## src/rtl/fft_seq_ctrl.sv

```systemverilog
// Sequencing controller for a radix-2 SDF FFT pipeline: frames input slots, drives
// per-stage counter enables and butterfly phase, and tags pipeline outputs.
module fft_seq_ctrl #(
   parameter int N     = 8,
   parameter int LOG2N = 3
) (
   input  logic             clk,
   input  logic             rst,
   input  logic             in_valid,
   output logic             in_ready,
   output logic             zero_in,
   output logic [LOG2N-1:0] stage_en,
   output logic [LOG2N-1:0] stage_bfly,
   output logic [LOG2N-2:0] tw_addr,
   output logic             out_valid,
   output logic             out_last,
   output logic [LOG2N-1:0] out_idx,
   output logic             err_underrun
);

   localparam int LMAX = N + LOG2N - 3;
   localparam int LAT  = N - 1 + LOG2N;
   localparam logic [LOG2N-1:0] CNT_LAST = LOG2N'(N - 1);
   localparam logic [LOG2N-1:0] CNT_ONE  = LOG2N'(1);

   typedef enum logic [1:0] {S_IDLE, S_FILL, S_FLUSH} state_t;

   function automatic int stage_ofs(input int s);
      return N - (N >> s) + s;
   endfunction

   function automatic logic [LOG2N-1:0] bitrev(input logic [LOG2N-1:0] v);
      logic [LOG2N-1:0] r;
      r = '0;
      for (int i = 0; i < LOG2N; i++) r[i] = v[LOG2N-1-i];
      return r;
   endfunction

   state_t           state_q, state_d;
   logic [LOG2N-1:0] cnt_q, cnt_d;
   logic             zero_q, zero_d;
   logic             err_q, err_d;
   logic             act_d, real_d;
   logic [LMAX:0]    en_sr_q, en_sr_d;
   logic [LAT:0]     tag_sr_q, tag_sr_d;
   logic [LOG2N-1:0] lcnt_q [LOG2N];
   logic [LOG2N-1:0] lcnt_d [LOG2N];
   logic [LOG2N-1:0] ocnt_q, ocnt_d;

   always_comb begin
      state_d = state_q;
      cnt_d   = cnt_q;
      act_d   = 1'b0;
      real_d  = 1'b0;
      zero_d  = 1'b0;
      err_d   = 1'b0;
      case (state_q)
         S_IDLE: begin
            if (in_valid) begin
               act_d   = 1'b1;
               real_d  = 1'b1;
               state_d = S_FILL;
               cnt_d   = CNT_ONE;
            end
         end
         S_FILL: begin
            act_d = 1'b1;
            cnt_d = cnt_q + 1'b1;
            // Count wrapped to 0: previous frame is complete, so this slot either
            // opens a back-to-back frame or becomes the first flush slot.
            if (cnt_q == '0 && !in_valid) begin
               state_d = S_FLUSH;
               zero_d  = 1'b1;
            end else begin
               real_d = 1'b1;
               if (!in_valid) begin
                  zero_d = 1'b1;
                  err_d  = 1'b1;
               end
            end
         end
         S_FLUSH: begin
            act_d  = 1'b1;
            zero_d = 1'b1;
            cnt_d  = cnt_q + 1'b1;
            if (cnt_q == CNT_LAST) state_d = S_IDLE;
         end
         default: begin
            state_d = S_IDLE;
            cnt_d   = '0;
         end
      endcase

      en_sr_d  = {en_sr_q[LMAX-1:0], act_d};
      tag_sr_d = {tag_sr_q[LAT-1:0], real_d};
      for (int s = 0; s < LOG2N; s++)
         lcnt_d[s] = lcnt_q[s] + {{(LOG2N-1){1'b0}}, stage_en[s]};
      ocnt_d = ocnt_q + {{(LOG2N-1){1'b0}}, out_valid};
   end

   always_ff @(posedge clk) begin
      if (rst) begin
         state_q  <= S_IDLE;
         cnt_q    <= '0;
         zero_q   <= 1'b0;
         err_q    <= 1'b0;
         en_sr_q  <= '0;
         tag_sr_q <= '0;
         ocnt_q   <= '0;
         for (int s = 0; s < LOG2N; s++) lcnt_q[s] <= '0;
      end else begin
         state_q  <= state_d;
         cnt_q    <= cnt_d;
         zero_q   <= zero_d;
         err_q    <= err_d;
         en_sr_q  <= en_sr_d;
         tag_sr_q <= tag_sr_d;
         ocnt_q   <= ocnt_d;
         for (int s = 0; s < LOG2N; s++) lcnt_q[s] <= lcnt_d[s];
      end
   end

   // Stage s sees the feed-active flag after the summed latency of stages before it.
   for (genvar s = 0; s < LOG2N; s++) begin : g_stage
      localparam int OFS = stage_ofs(s);
      assign stage_en[s]   = en_sr_q[OFS];
      assign stage_bfly[s] = lcnt_q[s][LOG2N-1-s];
   end

   assign in_ready     = (state_q != S_FLUSH);
   assign zero_in      = zero_q;
   assign err_underrun = err_q;
   assign tw_addr      = stage_bfly[0] ? lcnt_q[0][LOG2N-2:0] : '0;
   assign out_valid    = tag_sr_q[LAT];
   assign out_last     = out_valid && (ocnt_q == CNT_LAST);
   assign out_idx      = bitrev(ocnt_q);

endmodule

```

## config.mk

```make
export PLATFORM = sky130hd
export DESIGN_NAME = fft_seq_ctrl
export DESIGN_NICKNAME = d
export VERILOG_FILES = /design/src/rtl/fft_seq_ctrl.sv
export SDC_FILE = /design/constraint.sdc
export NUM_CORES = 1
export LEC_CHECK = 0
export ABC_AREA = 1
export CAP_MARGIN = 0
export CORE_MARGIN = 3
export CORE_UTILIZATION = 53
export DETAILED_ROUTE_END_ITERATION = 10
export PLACE_DENSITY = 0.77
export SYNTH_ARGS = -nofsm -noshare
export SYNTH_HDL_FRONTEND = slang
export SYNTH_SLANG_ARGS = --single-unit
```

## constraint.sdc

```tcl
create_clock -name clk -period 1.7 [get_ports clk]
set_clock_uncertainty 0.1 [all_clocks]
set_input_delay 0.34 -clock clk [delete_from_list [all_inputs] [get_ports clk]]
set_output_delay 0.34 -clock clk [all_outputs]
set_load 0.1 [all_outputs]
```

Yosys cells after proc, flatten, opt, wreduce, memory -nomap -nowiden
Memory sizes are Yosys's and may differ from the RTL's.
Cells that the tools add are included.
{"block": "word_totals", "ff_bits": 30, "ramBits": 9, "input_bits": 3, "n_memories": 1}
{"block": "op_classes", "addsub": 5, "eq_ne": 8, "n_mux": 20, "bitwise": 4, "n_reduce_logical": 8}
{"name": "lcnt_q", "words": 3, "word_bits": 3, "read_ports": 3, "rd_clocked_by_memory_dff": 0, "wr": 3, "line_no": "46", "rtl": "logic [LOG2N-1:0] lcnt_q [LOG2N];"}
{"cell": "$add 3x1->3", "n": 4}
{"cell": "$mux 3", "n": 4}
{"cell": "$mux 2", "n": 4}
{"cell": "$ne 2x2->1 const B", "n": 4}
{"cell": "$mux 1", "n": 7}
{"cell": "$eq 3x3->1 const B", "n": 2}
{"cell": "$pmux 1 s2", "n": 3}
{"cell": "$pmux 2 s3", "n": 1}
{"cell": "$pmux 3 s2", "n": 1}
{"cell": "$add 3x1->3 const B", "n": 1}
{"cell": "$logic_not 3->1", "n": 1}
{"cell": "$or 1x1->1", "n": 3}
{"cell": "$reduce_and 3->1", "n": 1}
{"cell": "$reduce_or 3->1", "n": 1}
{"cell": "$eq 2x1->1 const B", "n": 1}
{"cell": "$eq 2x2->1 const B", "n": 1}
{"cell": "$logic_and 1x1->1", "n": 2}
{"cell": "$logic_not 2->1", "n": 1}
{"cell": "$reduce_or 2->1", "n": 1}
{"cell": "$logic_not 1->1", "n": 1}
{"cell": "$not 1->1", "n": 1}

Longest topological paths before layout
Gate-level depths: netlist of run 1.
{"block": "logic_depth", "ltp_word": 4, "mapped_depth": 9}

Worst setup path after synthesis of run 1
No wires, ideal clock.
{"block": "synth_timing", "kind": "register to output", "start": "register ocnt_q[1]", "end": "output port out_last", "arrival_ps": 2364, "required_time_ps": 1260, "slack_ps": -1104, "path_stages_with_launch": 3, "n_path_buf": 0, "path_cell_list": "dfxtp_1 > nand2_1 > nor2_1"}
{"block": "synth_between", "elab_chain_len": 2}
{"item": "start, declared", "line_no": "48", "rtl": "logic [LOG2N-1:0] ocnt_q, ocnt_d;"}
{"item": "start signal, assigned", "line_no": "118", "rtl": "ocnt_q <= ocnt_d;"}
{"item": "$eq 3x3->1", "line_no": "135", "rtl": "assign out_last = out_valid && (ocnt_q == CNT_LAST);"}
{"item": "$logic_and 1x1->1", "line_no": "135"}
{"item": "end, declared", "line_no": "16", "rtl": "output logic out_last,"}
Every way passes these cells.

Final worst setup path of run 1
{"block": "layout_timing", "start": "register state_q[0]", "end": "output port in_ready"}
{"block": "layout_between", "elab_chain_len": 1}
{"item": "start, declared", "line_no": "39", "rtl": "state_t state_q, state_d;"}
{"item": "start signal, assigned", "line_no": "112", "rtl": "state_q <= state_d;"}
{"item": "$ne 2x2->1", "line_no": "130", "rtl": "assign in_ready = (state_q != S_FLUSH);"}
{"item": "end, declared", "line_no": "10", "rtl": "output logic in_ready,"}
Every way passes these cells.

==> results of run 1 <==
[state kept, by name, indices dropped and copies added (netlist names)]
register and count:
tag_sr_q 11, en_sr_q 9, lcnt_q 6, cnt_q 3, ocnt_q 3, state_q 2
err_underrun 1, zero_in 1
[metrics by stage]
step                 util   TNS (ns)  hold WS (ns)  cell area (sq um)
finish              0.750          0         0.302               1890
CTS                 0.742          0         0.300               1870
global route        0.750  -0.000463         0.331               1890
global placement    0.709          0         0.281               1790
detailed placement  0.709          0         0.288               1790
floorplan               -          0         0.279               1460
[cell usage in the layout, fill, tap and decap left out, drive strengths merged]
cell and n:
ha 14, clkdlybuf4s50 2, nand3 7, inv 38, buf 20, dfxtp 36, xnor2 4, o21ai 4
clkbuf 8, nor3 1, clkinvlp 1, nand2 13, a21oi 7, nor2 32
[per-layer routing]
metal | GRT usage | up-vias | wire (microns)
met5 | 0 | - | 0
met4 | 0.103 | 0 | 88
met3 | 0.0601 | 11 | 118
met2 | 0.303 | 20 | 1190
met1 | 0.148 | 454 | 935
li1 | - | 523 | -
[layout make-up]
type | instances | area [sq um] | share of cell area
well taps | 30 | 37.5 | 0.0198
flip-flops and latches | 36 | 741 | 0.392
inverters | 39 | 155 | 0.0820
clock buffers | 8 | 68.8 | 0.0364
repair buffers | 22 | 370 | 0.196
multi-input cells | 82 | 519 | 0.274
[worst register-to-register path, stage by stage, from the launching register on]
cell,delay (ns)
dfxtp_1,0.34
ha_1,0.20
ha_1,0.18
inv_1,0.07
nand2_1,0.09
nand2_4,0.08
inv_4,0.04
nand3_1,0.07
nand2_1,0.07
nor2_1,0.10
[timing repair]
| action | in CTS | in global routing |
|---|---|---|
| endpoints found under the hold margin | 0 | 0 |
| setup buffers | 0 | 2 |
| gates resized for setup | 4 | 3 |
| setup endpoints to repair | 1 | 1 |
[report_power, final]
part	leakage [nW]	switching (mW)	total [mW]	internal (mW)
Sequential	0.297	0.0982	1.05	0.956
Clock	0.0386	0.260	0.504	0.243
Combinational	0.507	0.560	0.898	0.338
[path summary, 6_finish.rpt]
path	startpoint	end	cells after the start
hold reg to reg	tag_sr_q[9]$_SDFF_PP0_	tag_sr_q[10]$_SDFF_PP0_	2
hold / removal	tag_sr_q[9]$_SDFF_PP0_	tag_sr_q[10]$_SDFF_PP0_	2
setup / recovery	state_q[0]$_SDFFE_PP0P_	in_ready	4
setup reg to reg	cnt_q[0]$_SDFFE_PP0P_	state_q[1]$_SDFFE_PP0P_	9
[cell families after synthesis]
kind of cell | count (synthesis) | share of synthesized area
compound gates | 11 | 0.0385
xor+xnor | 4 | 0.0245
fa+ha+maj | 14 | 0.122
buf+inv | 48 | 0.148
flops | 36 | 0.503
simple gates | 53 | 0.163
==> flow_summary_export.csv, run 1 <==
group,metric,value,unit
hold_path,min_path_type,"flip-flop to flip-flop",
run,max-cap-violations,0,
pwr,power_density,1300,nW/um^2
timing,slew_violations,0,
timing,setup_viol,0,
floorplan,initial_core_util,0.567,
route,drt_pass1_iterations,4,
worst_setup_path,slowest_delay,0.39,ns
global_routing,grt-ovfl-total,0,
yosys,synth.distinct_cells,17,
pwr,totalPowerFinal,2.46,mW
worst_setup_path,critPathBufInv,3,
worst_setup_path,cp_top_family,"flip-flops",
timing,slew_headroom,0.855,
timing,final.setup.worst_slack,0.0596,ns
status,status,"complete, no violations",
worst_setup_path,cp_max_fo,5,
cts,cts-root-buf,"clkbuf_4",
worst_setup_path,crit_arrival,1.20,ns
route,drc,0,
placed_design,place_inst,207,
yosys,synth_area,1430,sq um
placed_design,dp_slack,0.114,ns
yosys,yosysMostFrequentCell,"inv_1",
worst_setup_path,cp_cell_sequence,"inv_4 -> ha_4 -> clkinvlp_4 -> buf_12",
floorplan,rows,18,
floorplan,ios,19,
yosys,synth_area_leader_cell,"dfxtp_1",
timing,worst_pin_slew,0.216,ns
cts,cts_buffers,5,
worst_setup_path,cp.required,1.26,ns
route,drt_iter0_drc,13,
placed_design,port-buffer-count,18,
worst_setup_path,r2r_setup_slack,0.29,ns
timing,timing.final.crit_period,1.64,ns
yosys,synth_edf_count,0,
layout,n_antenna_cell,0,
global_routing,grt_pass1_wl,4060,microns
route,wl_per_cell,10.7,microns
yosys,synth_commonest_cells,"37 x inv_1, 36 x dfxtp_1, 32 x nor2_1, 14 x ha_1, 9 x nand2_1",
timing,finalHoldViolCount,0,
worst_setup_path,cpMaxStageDelayCell,"dfxtp_4",
layout,finalNetCount,203,
worst_setup_path,critPathLaunchType,"flip-flop",
layout,instances_no_fill,217,
yosys,synth_top_flop_cell,"dfxtp_1",
cts,insertion_delay,0.33,ns
placed_design,dp_hpwl,1810,microns
pwr,ir_drop,1.05,mV
yosys,synthTopCellsByArea,"dfxtp_1 50%, ha_1 12%, inv_1 9.7%",
yosys,synth-seq-cells,36,
route,drt-total-wl,2330,microns
layout,fill_cells,186,
timing,finalCritPeriodShare,0.965,
floorplan,dieArea,3360,sq um
cts,clkSinkCount,36,
floorplan,core_area,2520,sq um
yosys,ys_warn_count,0,
global_routing,antenna_found_initial,0,
cts,ctsHoldBuffers,0,
yosys,yosysSeqAreaShare,0.503,
cts,path_clk_slew,0.10,ns
cts,h-tree-depth,2,
worst_setup_path,crit_path_end_kind,"primary output",
layout,drive_gt1_frac,0.230,
global_routing,track_usage,0.164,
layout,areaGrowthSynthToFinish,32.2,%
timing,fmax,0.610,GHz
route,ant_nets,0,
global_routing,grt_pass1_vias,1019,
floorplan,die_width,58.0,microns
yosys,synthArstFlopShare,0,
yosys,yosys.area.top_type_share,0.503,
placed_design,routabilityCongestion,0.809,
route,vias_per_cell,4.65,
yosys,syn_area_per_cell,8.62,sq um
floorplan,die_h,58.0,microns
yosys,syn_nets,183,
cts,clockBufferDepth,2,
yosys,syn_inst,166,
route,route.vias.total,1008,
cts,tritoncts,"done",
worst_setup_path,worstSetupPathType,"flip-flop to primary output",
pwr,p_leak,0.842,nW
global_routing,grt_max_degree,18,
Note: power is estimated with default switching activity, not from simulation.
==> run 2, diff against run 1 <==
--- a/config.mk
+++ b/config.mk
@@ -8,9 +8,9 @@
 export ABC_AREA = 1
 export CAP_MARGIN = 0
 export CORE_MARGIN = 3
-export CORE_UTILIZATION = 53
+export CORE_UTILIZATION = 48
 export DETAILED_ROUTE_END_ITERATION = 10
-export PLACE_DENSITY = 0.77
+export PLACE_DENSITY = 0.74
 export SYNTH_ARGS = -nofsm -noshare
 export SYNTH_HDL_FRONTEND = slang
 export SYNTH_SLANG_ARGS = --single-unit
==> constraint.sdc (replaced) <==
create_clock -name clk -period 1.4 [get_ports clk]
set_clock_uncertainty 0.1 [all_clocks]
set_input_delay 0.28 -clock clk [delete_from_list [all_inputs] [get_ports clk]]
set_output_delay 0.28 -clock clk [all_outputs]
set_load 0.1 [all_outputs]
==> run 2 against run 1 <==
The run now ends with negative setup slack left. Non-clock buffer count rose by 8. Worst hold slack better by 0.0049 ns. Die area increased by 9.3%.
==> flow_summary_export.csv, run 2 (synthesis results as in run 1) <==
group,metric,value,unit
floorplan,die_width,60.6,microns
cts,insertion_delay,0.32,ns
placed_design,routabilityCongestion,0.848,
route,wl_per_cell,10.8,microns
route,drt_pass1_iterations,4,
timing,fmax,0.662,GHz
layout,final_common_cell,"inv_1",
layout,top_regs,"tag_sr_q: 11 flops, en_sr_q: 9 flops, lcnt_q: 6 flops",
timing,rsz0062_at_grt,"true",
timing,slew_violations,0,
placed_design,place_area,1830,sq um
layout,drive_gt1_frac,0.338,
floorplan,dieArea,3670,sq um
route,drc,0,
route,drt-total-wl,2430,microns
timing,slew_headroom,0.862,
pwr,ir_drop,0.963,mV
pwr,power_density,1490,nW/um^2
layout,fill_cells,195,
worst_setup_path,crit_start,"state_q[0]$_SDFFE_PP0P_",
worst_setup_path,crit_path_end_kind,"primary output",
layout,n_antenna_cell,0,
layout,largest_reg_flops,11,
cts,h-tree-depth,2,
status,status,"finished with violations",
timing,finalCritPeriodShare,1.08,
route,ant_nets,0,
cts,tritoncts,"done",
placed_design,port-buffer-count,18,
worst_setup_path,cp.required,1.02,ns
floorplan,initial_core_util,0.510,
pwr,p_leak,0.912,nW
placed_design,dp_hpwl,1720,microns
route,route.vias.total,1037,
pwr,totalPowerFinal,3.01,mW
global_routing,antenna_found_initial,0,
global_routing,grt_max_degree,30,
worst_setup_path,critPathLaunchType,"flip-flop",
worst_setup_path,crit_arrival,1.13,ns
worst_setup_path,cp_max_fo,2,
global_routing,grt_pass1_wl,4000,microns
timing,worst_pin_slew,0.206,ns
floorplan,rows,19,
timing,holdWs,0.306,ns
placed_design,dp_slack,-0.0851,ns
timing,setup_viol,2,
global_routing,track_usage,0.147,
cts,cts-root-buf,"clkbuf_4",
layout,regMostFlops,"tag_sr_q",
layout,final_cell_mix,"33 x inv_1, 31 x nor2_1, 25 x dfxtp_1, 17 x buf_12, 9 x ha_1",
route,vias_per_cell,4.59,
route,drt_iter0_drc,17,
floorplan,die_h,60.6,microns
timing,finalHoldViolCount,0,
floorplan,core_area,2810,sq um
timing,final.setup.worst_slack,-0.109,ns
worst_setup_path,worstSetupPathType,"flip-flop to primary output",
status,violations,"negative setup slack",
layout,fin_area,2020,sq um
timing,timing.final.crit_period,1.51,ns
cts,clockBufferDepth,2,
worst_setup_path,r2r_start,"state_q[0]$_SDFFE_PP0P_",
layout,areaGrowthSynthToFinish,41.3,%
floorplan,ios,19,
global_routing,grt-ovfl-total,0,
hold_path,worstHoldStart,"tag_sr_q[1]$_SDFF_PP0_",
global_routing,grt_pass1_vias,1025,
run,max-cap-violations,0,
layout,finalNetCount,211,
hold_path,min_path_type,"flip-flop to flip-flop",
cts,cts_buffers,5,
cts,path_clk_slew,0.09,ns
cts,clkSinkCount,36,
worst_setup_path,r2r_setup_slack,0.08,ns
-- run 2: repair_timing --
item / CTS / global route
gates resized for setup: 7 / 19
pin swaps: 2 / 3
endpoints found under the setup margin: 7 / 10
setup buffers: 7 / 1
hold buffers: 0 / 0
endpoints found under the hold margin: 0 / 0
-- run 2: area by class of cell --
| type | instances | area [sq um] | area share |
|---|---|---|---|
| inverter | 39 | 153 | 0.0754 |
| multi-input combinational | 82 | 562 | 0.278 |
| sequential | 36 | 749 | 0.370 |
| timing repair buffer | 30 | 462 | 0.228 |
| clock buffer | 8 | 58.8 | 0.0291 |
| tap | 31 | 38.8 | 0.0192 |
-- run 2: path summary, 6_finish.rpt --
path,end,cells after the start
setup / recovery,in_ready,4
hold / removal,tag_sr_q[2]$_SDFF_PP0_,2
setup reg to reg,state_q[0]$_SDFFE_PP0P_,9
hold reg to reg,tag_sr_q[2]$_SDFF_PP0_,2
-- run 2: per-layer routing --
| metal | vias to the layer above | share of wire | wire length [microns] | global-route usage |
|---|---|---|---|---|
| li1 | 539 | - | - | - |
| met1 | 479 | 0.37 | 910 | 0.142 |
| met2 | 15 | 0.58 | 1410 | 0.278 |
| met3 | 4 | 0.038 | 92 | 0.0468 |
| met4 | 0 | 0.0095 | 23 | 0.0681 |
| met5 | - | 0 | 0 | 0 |
-- run 2: power by group --
group,internal [mW],leakage [nW],switching [mW]
sequential,1.17,0.299,0.106
clock,0.248,0.0326,0.301
combinational,0.493,0.580,0.698
-- run 2: stage by stage --
| stage | util | TNS, ns | std cells |
|---|---|---|---|
| floorplan | - | -0.118 | 166 |
| global placement | 0.654 | -0.0108 | 210 |
| detailed placement | 0.654 | -0.253 | 210 |
| global route | 0.721 | -0.334 | 226 |
| CTS | 0.698 | -0.170 | 225 |
| finish | 0.721 | -0.135 | 226 |
-- run 2: worst max-delay path, cell delays in order, from the launching register on --
cell and delay, ns:
dfxtp_2 0.35, inv_2 0.07, ha_4 0.14, clkinvlp_4 0.09, buf_12 0.16
